File: config.mk
export PLATFORM = sky130hd
export DESIGN_NAME = sqm_wr_scheduler
export DESIGN_NICKNAME = d
export VERILOG_FILES = /design/src/rtl/sqm_wr_scheduler.sv
export SDC_FILE = /design/constraint.sdc
export NUM_CORES = 1
export LEC_CHECK = 0
export ABC_AREA = 1
export CAP_MARGIN = 15
export CELL_PAD_IN_SITES_DETAIL_PLACEMENT = 1
export CELL_PAD_IN_SITES_GLOBAL_PLACEMENT = 1
export CORE_MARGIN = 1.5
export CORE_UTILIZATION = 53
export CTS_BUF_LIST = sky130_fd_sc_hd__clkbuf_4 sky130_fd_sc_hd__clkbuf_8
export DETAILED_ROUTE_END_ITERATION = 10
export PLACE_DENSITY = 0.95
export REMOVE_ABC_BUFFERS = 1
export SLEW_MARGIN = 30
export SYNTH_ARGS = -nofsm -noshare
export SYNTH_HDL_FRONTEND = slang
export SYNTH_SLANG_ARGS = --single-unit
File: constraint.sdc
create_clock -name sound_clk -period 5.8 [get_ports sound_clk]
set_input_delay 0.58 -clock sound_clk [delete_from_list [all_inputs] [get_ports sound_clk]]
set_output_delay 0.58 -clock sound_clk [all_outputs]
set_load 0.005 [all_outputs]
File: src/rtl/sqm_wr_scheduler.sv
// Round-robin scheduler sharing the SQMUSIC register-write port between two
// requesters (port 0 CPU latch, port 1 sequencer), each with a small FIFO.

module sqm_wr_fifo #(
  parameter int DEPTH = 4,
  parameter int W     = 12
) (
  input  logic         sound_clk,
  input  logic         reset_n,
  input  logic         push,
  input  logic         pop,
  input  logic [W-1:0] din,
  output logic [W-1:0] dout,
  output logic         full,
  output logic         empty
);
  localparam int AW = $clog2(DEPTH);

  // Pointers carry an extra wrap bit so full and empty can be told apart.
  logic [AW:0]               wp, rp;
  logic [DEPTH-1:0][W-1:0]   mem;

  always_ff @(posedge sound_clk or negedge reset_n) begin
    if (!reset_n) begin
      wp <= '0;
      rp <= '0;
    end else begin
      if (push) wp <= wp + 1'b1;
      if (pop)  rp <= rp + 1'b1;
    end
  end

  always_ff @(posedge sound_clk) begin
    if (push) mem[wp[AW-1:0]] <= din;
  end

  assign full  = (wp[AW] != rp[AW]) && (wp[AW-1:0] == rp[AW-1:0]);
  assign empty = (wp == rp);
  assign dout  = mem[rp[AW-1:0]];
endmodule

module sqm_wr_scheduler #(
  parameter int DEPTH = 4,
  parameter int GAP   = 1
) (
  input  logic       sound_clk,
  input  logic       reset_n,
  input  logic       p0_valid,
  output logic       p0_ready,
  input  logic [3:0] p0_adr,
  input  logic [7:0] p0_data,
  input  logic       p1_valid,
  output logic       p1_ready,
  input  logic [3:0] p1_adr,
  input  logic [7:0] p1_data,
  output logic [3:0] core_adr,
  output logic [7:0] core_data,
  output logic       core_wr,
  output logic       core_src,
  output logic       busy
);
  localparam int NUM_PORTS = 2;
  localparam logic [3:0] GAP_LD = (GAP > 0) ? 4'(GAP - 1) : 4'd0;

  typedef struct packed {
    logic [3:0] adr;
    logic [7:0] data;
  } wr_req_t;

  typedef enum logic [1:0] {IDLE, ISSUE, GAPW} state_t;

  wr_req_t [NUM_PORTS-1:0] req, head;
  logic    [NUM_PORTS-1:0] vld, push, pop, full, empty;

  state_t     state, nstate;
  logic [3:0] cnt;
  logic       last_grant, grant, take;

  assign vld    = {p1_valid, p0_valid};
  assign req[0] = {p0_adr, p0_data};
  assign req[1] = {p1_adr, p1_data};
  // Ready depends only on pointers; a same-cycle pop never opens a full port.
  assign push   = vld & ~full;

  for (genvar g = 0; g < NUM_PORTS; g++) begin : g_port
    sqm_wr_fifo #(.DEPTH(DEPTH), .W($bits(wr_req_t))) u_fifo (
      .sound_clk (sound_clk),
      .reset_n   (reset_n),
      .push      (push[g]),
      .pop       (pop[g]),
      .din       (req[g]),
      .dout      (head[g]),
      .full      (full[g]),
      .empty     (empty[g])
    );
  end

  assign p0_ready = ~full[0];
  assign p1_ready = ~full[1];
  assign busy     = (state != IDLE) | ~&empty;

  always_ff @(posedge sound_clk or negedge reset_n) begin
    if (!reset_n) state <= IDLE;
    else          state <= nstate;
  end

  always_comb begin
    nstate = state;
    case (state)
      IDLE:    if (take) nstate = ISSUE;
      ISSUE:   nstate = (GAP > 0) ? GAPW : IDLE;
      GAPW:    if (cnt == 4'd0) nstate = IDLE;
      default: nstate = IDLE;
    endcase
  end

  // Grant: the only non-empty port, or the one not served last on a tie.
  always_comb begin
    take  = 1'b0;
    grant = 1'b0;
    pop   = '0;
    if (state == IDLE && !(&empty)) begin
      take  = 1'b1;
      grant = (!empty[0] && !empty[1]) ? ~last_grant : empty[0];
      pop[grant] = 1'b1;
    end
  end

  always_ff @(posedge sound_clk or negedge reset_n) begin
    if (!reset_n) begin
      core_adr   <= '0;
      core_data  <= '0;
      core_wr    <= 1'b0;
      core_src   <= 1'b0;
      last_grant <= 1'b1;
      cnt        <= '0;
    end else begin
      core_wr <= take;
      if (take) begin
        core_adr   <= head[grant].adr;
        core_data  <= head[grant].data;
        core_src   <= grant;
        last_grant <= grant;
      end
      if (state == ISSUE)                 cnt <= GAP_LD;
      else if (state == GAPW && cnt != 0) cnt <= cnt - 4'd1;
    end
  end
endmodule

==> impl_metrics.env, run 1 <==
export IMPL_hold_buffers=0
export IMPL_setup_tns_ps=0
export IMPL_reg2reg_from="g_port[1].u_fifo.rp[0]"
export IMPL_p_leak_uw=0.00246
export IMPL_synth_area_leaders="edfxtp_1, dfrtp_1, o21ai_0"
export IMPL_power_uw=3570
export IMPL_die_h_um=105
export IMPL_crit_fanout=28
export IMPL_synthArstFlopShare_pct=25.6
export IMPL_hp_class="flip-flop to flip-flop"
export IMPL_period_minus_slack_ps=3280
export IMPL_post_synth_cell_area_avg_um2=12.2
export IMPL_yosys_area_top_type="edfxtp_1"
export IMPL_critPathLaunchType="flip-flop"
export IMPL_cp_required_ps=5220
export IMPL_cts_inserted_buffers=17
export IMPL_ios=45
export IMPL_firstDrtPassIters=4
export IMPL_ys_types=35
export IMPL_hpwl_mm=8.87
export IMPL_synth_cell_area_um2=5540
export IMPL_fmax_mhz=305
export IMPL_crit_type="flip-flop to primary output"
export IMPL_post_cts_resize_count=0
export IMPL_drtAntennaViolNets=0
export IMPL_initial_core_util_pct=54.1
export IMPL_cts_tree="yes"
export IMPL_slew_headroom_pct=38.0
export IMPL_layout_setup_ws_ps=2520
export IMPL_antenna_found_initial=0
export IMPL_postSynthCellCount=453
export IMPL_fin_nets=537
export IMPL_synth_top_area_share_pct=52.0
export IMPL_grt_pass1_wl_mm=21.6
export IMPL_vias=3685
export IMPL_layout_common_cells="edfxtp_1, nor2_1, o21ai_0"
export IMPL_whs_ps=497
export IMPL_cts_setup_buffers=0
export IMPL_ys_seq_elements=129
export IMPL_fillCellCount=1003
export IMPL_drc=0
export IMPL_max_cap_violations=0
export IMPL_drt_initial_drc_count=322
export IMPL_grt_util_all_layers_pct=26.6
export IMPL_synth_ff_type="edfxtp_1"
export IMPL_grt_ovfl_total=0
export IMPL_core_area_um2=10200
export IMPL_crit_start="g_port[0].u_fifo.rp[1]"
export IMPL_status="completed"
export IMPL_crit_path_end_kind="primary output"
export IMPL_cts_reportedPaths_clkPinSlew_ps=70
export IMPL_area_growth_pct=16.5
export IMPL_yosysWarnings=0
export IMPL_dieWidth_um=105
export IMPL_grt_setup_unrepaired="false"
export IMPL_clock_skew_ps=11.1
export IMPL_first_global_vias=3835
export IMPL_clock_sinks=129
export IMPL_cts_root_buf="clkbuf_8"
export IMPL_clk_latency_ps=440
export IMPL_fin_crit_sh_pct=56.5
export IMPL_synth_edf_count=96
export IMPL_r2r_slack_ps=3240
export IMPL_grt_max_degree=34
export IMPL_rr_endpoint="g_port[1].u_fifo.mem[24]"
export IMPL_final_hold_violation_count=0
export IMPL_n_antenna_cell=0
export IMPL_worst_pin_slew_ps=931
export IMPL_setup_viol=0
export IMPL_drive_gt1_share_pct=15.9
export IMPL_regArea_um2=3710
export IMPL_r2r_cells=4
export IMPL_port_buffers=44
export IMPL_power_density_nw_per_um2=554
export IMPL_core_rowCount=37
export IMPL_post_drt_wl_per_cell_um=21.1
export IMPL_clockBufferDepth=2
export IMPL_slew_violations=0
export IMPL_peakVddDrop_mv=0.245
export IMPL_die_area_um2=11100
export IMPL_final_common_cell="edfxtp_1"
export IMPL_htreeDepth=4
export IMPL_pre_cts_slack_ps=2930
export IMPL_multiInputGateArea_um2=1600
export IMPL_seq_area_frac_synth_pct=67.0
export IMPL_postLayoutCoreUtil_pct=63.1
export IMPL_gp_congestion=0.815
export IMPL_arrival_ps=2700
export IMPL_viasPerCell=5.70
export IMPL_routed_wl_mm=13.7
export IMPL_setup_worst_path_end="busy"
==> state kept, by name, summed over array words and instances (netlist names) <==
register,cells
last_grant,1
core_data,8
core_wr,1
g_port.u_fifo.mem,96
core_src,1
g_port.u_fifo.wp,6
g_port.u_fifo.rp,6
cnt,4
state,2
core_adr,4
==> critical path, cell delays in order (launching register included) <==
cell and delay, ps:
dfrtp_1 910, nand2_1 160, nand2_2 150, nand3_4 250
nor2_8 240, nand2_1 60, clkdlybuf4s50_1 470
==> kinds of logic after synthesis <==
kind of cell	share of synthesized area, %
AOI/OAI and AO/OA	8.13
xor gates and xnor gates	1.40
adders and majority gates	2.71
buffers and inverters	4.54
DFF	67.0
and+or+nand+nor	16.2
==> how the worst min path moves through the flow <==
stage	from	to	slack [ps]	cells after the start
2_1_floorplan	reset_n	cnt[0]	280	0
3_3_place_gp	core_src	core_src	470	2
3_5_place_dp	core_src	core_src	480	2
4_1_cts	core_src	core_src	500	2
5_1_grt	core_src	core_src	530	2
6_report	core_src	core_src	500	2
==> area by class of cell <==
class / instances / area share [%]
flip-flops and latches: 129 / 57.5
multi-input cells: 274 / 24.7
repair buffers: 46 / 7.06
clock buffers: 26 / 5.06
well taps: 136 / 2.64
inverters: 29 / 1.76
clock inverters: 6 / 1.24
==> Yosys cell counts (2+ instances only) <==
cell	number
nand3_2	15
buf_6	5
inv_1	24
inv_2	4
nand4_1	13
nand2_2	5
nand2_4	4
clkbuf_1	7
buf_2	5
nand3_4	2
dfrtp_1	32
ha_1	12
edfxtp_1	96
buf_1	2
o21ai_0	62
nor2_8	2
nor2_1	73
nand3_1	16
a21oi_1	2
o22ai_1	14
o21ai_1	2
xor2_1	5
nand2_1	38
xnor2_1	2
==> stage by stage <==
stage / cells / area [µm²]
finish: 646 / 6450
global route: 646 / 6450
CTS: 646 / 6440
detailed placement: 614 / 6030
global placement: 614 / 6030
floorplan: 432 / 5400
==> layer usage <==
layer  GRT usage, %  share of wire (%)  wire length (µm)  vias to the layer above
met3           5.57                5.0               677                       32
met5              0                  0                 0                        -
li1               -                  -                 -                     1678
met1           34.1                 42              5710                     1848
met2           43.4                 50              6820                      127
met4           13.0                3.3               448                        0
==> where the power goes <==
group	internal, µW	switching (µW)	leakage [µW]	total, µW
Clock	449	333	0.000218	782
Sequential	1260	218	0.00129	1480
Combinational	448	862	0.000953	1310
Total	2160	1410	0.00246	3570
(Power assumes the default switching activity.)
==> run 2: changes to the inputs <==
- CORE_UTILIZATION: 53 -> 44
- PLACE_DENSITY: 0.95 -> 0.86
- clock period: 5.8 -> 2.96 ns (I/O delays scaled with it)
==> run 2 against run 1 <==
Effect of this change:
- global-route usage is 4.5 points lower
- clock skew up 1.8 ps
- register-to-register slack got worse by 2300 ps
- clock power up 110%
- combinational power up 110%
- critical endpoint unchanged
- via count grew 0.73%
- wire length fell by 1.6%
==> impl_metrics.env, run 2 (synthesis gave the netlist of run 1 again) <==
export IMPL_final_hold_violation_count=0
export IMPL_grt_util_all_layers_pct=22.1
export IMPL_grt_pass1_wl_mm=21.5
export IMPL_grt_setup_unrepaired="false"
export IMPL_fin_crit_sh_pct=84.0
export IMPL_arrival_ps=2190
export IMPL_worstPathCellList="inv_2 -> nand2_1 -> nand2_2 -> nand3_4 -> nor2_8 -> nand2_1 -> clkdlybuf4s50_1"
export IMPL_htreeDepth=4
export IMPL_reg2reg_from="g_port[1].u_fifo.rp[0]"
export IMPL_cts_setup_buffers=0
export IMPL_crit_path_end_kind="primary output"
export IMPL_fmax_mhz=402
export IMPL_cts_reportedPaths_clkPinSlew_ps=80
export IMPL_p_leak_uw=0.00252
export IMPL_crit_start="g_port[1].u_fifo.rp[1]"
export IMPL_largest_reg_flops=96
export IMPL_drive_gt1_share_pct=15.9
export IMPL_multiInputGateArea_um2=1580
export IMPL_slew_headroom_pct=49.4
export IMPL_critPathMaxStageDelay_ps=480
export IMPL_firstDrtPassIters=5
export IMPL_core_area_um2=12200
export IMPL_cp_slowest_cell="dfrtp_1"
export IMPL_first_global_vias=4096
export IMPL_layout_common_cells="edfxtp_1, nor2_1, o21ai_0"
export IMPL_setup_worst_path_end="busy"
export IMPL_n_antenna_cell=0
export IMPL_hold_buffers=0
export IMPL_final_common_cell="edfxtp_1"
export IMPL_routed_wl_mm=13.4
export IMPL_hpwl_mm=8.27
export IMPL_port_buffers=44
export IMPL_critPathLaunchType="flip-flop"
export IMPL_ios=45
export IMPL_dieWidth_um=115
export IMPL_peakVddDrop_mv=0.459
export IMPL_crit_fanout=13
export IMPL_stdcell_count=690
export IMPL_area_growth_pct=18.8
export IMPL_post_cts_resize_count=0
export IMPL_post_drt_wl_per_cell_um=19.5
export IMPL_rr_endpoint="core_data[3]"
export IMPL_die_h_um=115
export IMPL_drt_initial_drc_count=283
export IMPL_clock_sinks=129
export IMPL_gr_usage_met2_pct=38.1
export IMPL_grtUsageMet3_pct=5.17
export IMPL_slew_violations=0
export IMPL_crit_type="flip-flop to primary output"
export IMPL_cts_inserted_buffers=17
export IMPL_clock_skew_ps=12.8
export IMPL_die_area_um2=13300
export IMPL_cp_required_ps=2660
export IMPL_viasPerCell=5.38
export IMPL_fillCellCount=1269
export IMPL_cts_tree="yes"
export IMPL_cts_root_buf="clkbuf_8"
export IMPL_initial_core_util_pct=45.5
export IMPL_max_cap_violations=0
export IMPL_power_density_nw_per_um2=1080
export IMPL_worst_pin_slew_ps=759
export IMPL_fin_nets=549
export IMPL_gp_congestion=0.787
export IMPL_clk_latency_ps=460
export IMPL_grt_busiest_layer="met2"
export IMPL_status="completed"
export IMPL_vias=3712
export IMPL_clockBufferDepth=2
export IMPL_core_rowCount=40
export IMPL_antenna_found_initial=0
export IMPL_grt_ovfl_total=0
export IMPL_r2r_cells=6
export IMPL_dpl_cell_count=658
export IMPL_regArea_um2=3710
export IMPL_drc=0
export IMPL_drtAntennaViolNets=0
export IMPL_cpMostUsedCell="nand2_1"
export IMPL_setup_tns_ps=0
export IMPL_hp_class="input pin to asynchronous set/reset pin"
export IMPL_period_minus_slack_ps=2490
export IMPL_r2r_slack_ps=950
export IMPL_met1_usage_pct=26.4
export IMPL_setup_viol=0
export IMPL_grt_max_degree=34
## run 2: cell types whose count changed in the layout (fill, tap and decap cells not counted), sizes merged
cell / delta
bufinv: +2
buf: +12
clkbuf: -9
clkinv: +6
inv: +1
## run 2: power by group
group | switching, µW | internal (µW) | leakage [µW]
combinational | 1800 | 947 | 0.00101
sequential | 291 | 2470 | 0.00129
clock | 709 | 911 | 0.000219
total | 2800 | 4330 | 0.00252
## run 2: how the worst min path moves through the flow
stage / startpoint / depth (start not counted) / slack [ps] / end
6_report: reset_n / 2 / 260 / g_port[0].u_fifo.wp[0]
3_3_place_gp: g_port[0].u_fifo.wp[2] / 1 / 480 / g_port[0].u_fifo.wp[2]
5_1_grt: reset_n / 2 / 290 / g_port[0].u_fifo.wp[0]
2_1_floorplan: reset_n / 0 / 0.4 / cnt[0]
4_1_cts: reset_n / 2 / 270 / g_port[0].u_fifo.rp[0]
3_5_place_dp: g_port[0].u_fifo.wp[2] / 1 / 490 / g_port[0].u_fifo.wp[2]
## run 2: final cells by class
cell class                      count  area share [%]
Tap cell                          168            3.19
Clock buffer                       17            3.55
Inverter                           29            1.73
Timing Repair Buffer               58            8.29
Clock inverter                     15            2.91
Sequential cell                   129            56.4
Multi-Input combinational cell    274            24.0
## run 2: critical path: cells and delay by family, from the launching register on
| family | cells | cell delay, ps |
|---|---|---|
| buf+inv | 2 | 690 |
| flops | 1 | 480 |
| simple gates | 5 | 570 |
## run 2: layer usage
layer | vias up | wire length (µm)
met5 | - | 0
met4 | 0 | 354
met3 | 31 | 586
met2 | 116 | 7010
met1 | 1868 | 5490
li1 | 1697 | -
## run 2: metrics by stage
step                      hold slack [ps]  area, µm²  setup slack, ps  power, µW  utilization, %
after global routing                  293       6580              354       7540            54.1
after CTS                             266       6580              447       7180            54.1
final                                 259       6580              474       7120            54.1
after detailed placement              493       6160              963       5450            50.6
after global placement                476       6160              984       5260            50.6
after floorplan                     0.409       5400              710       4390               -
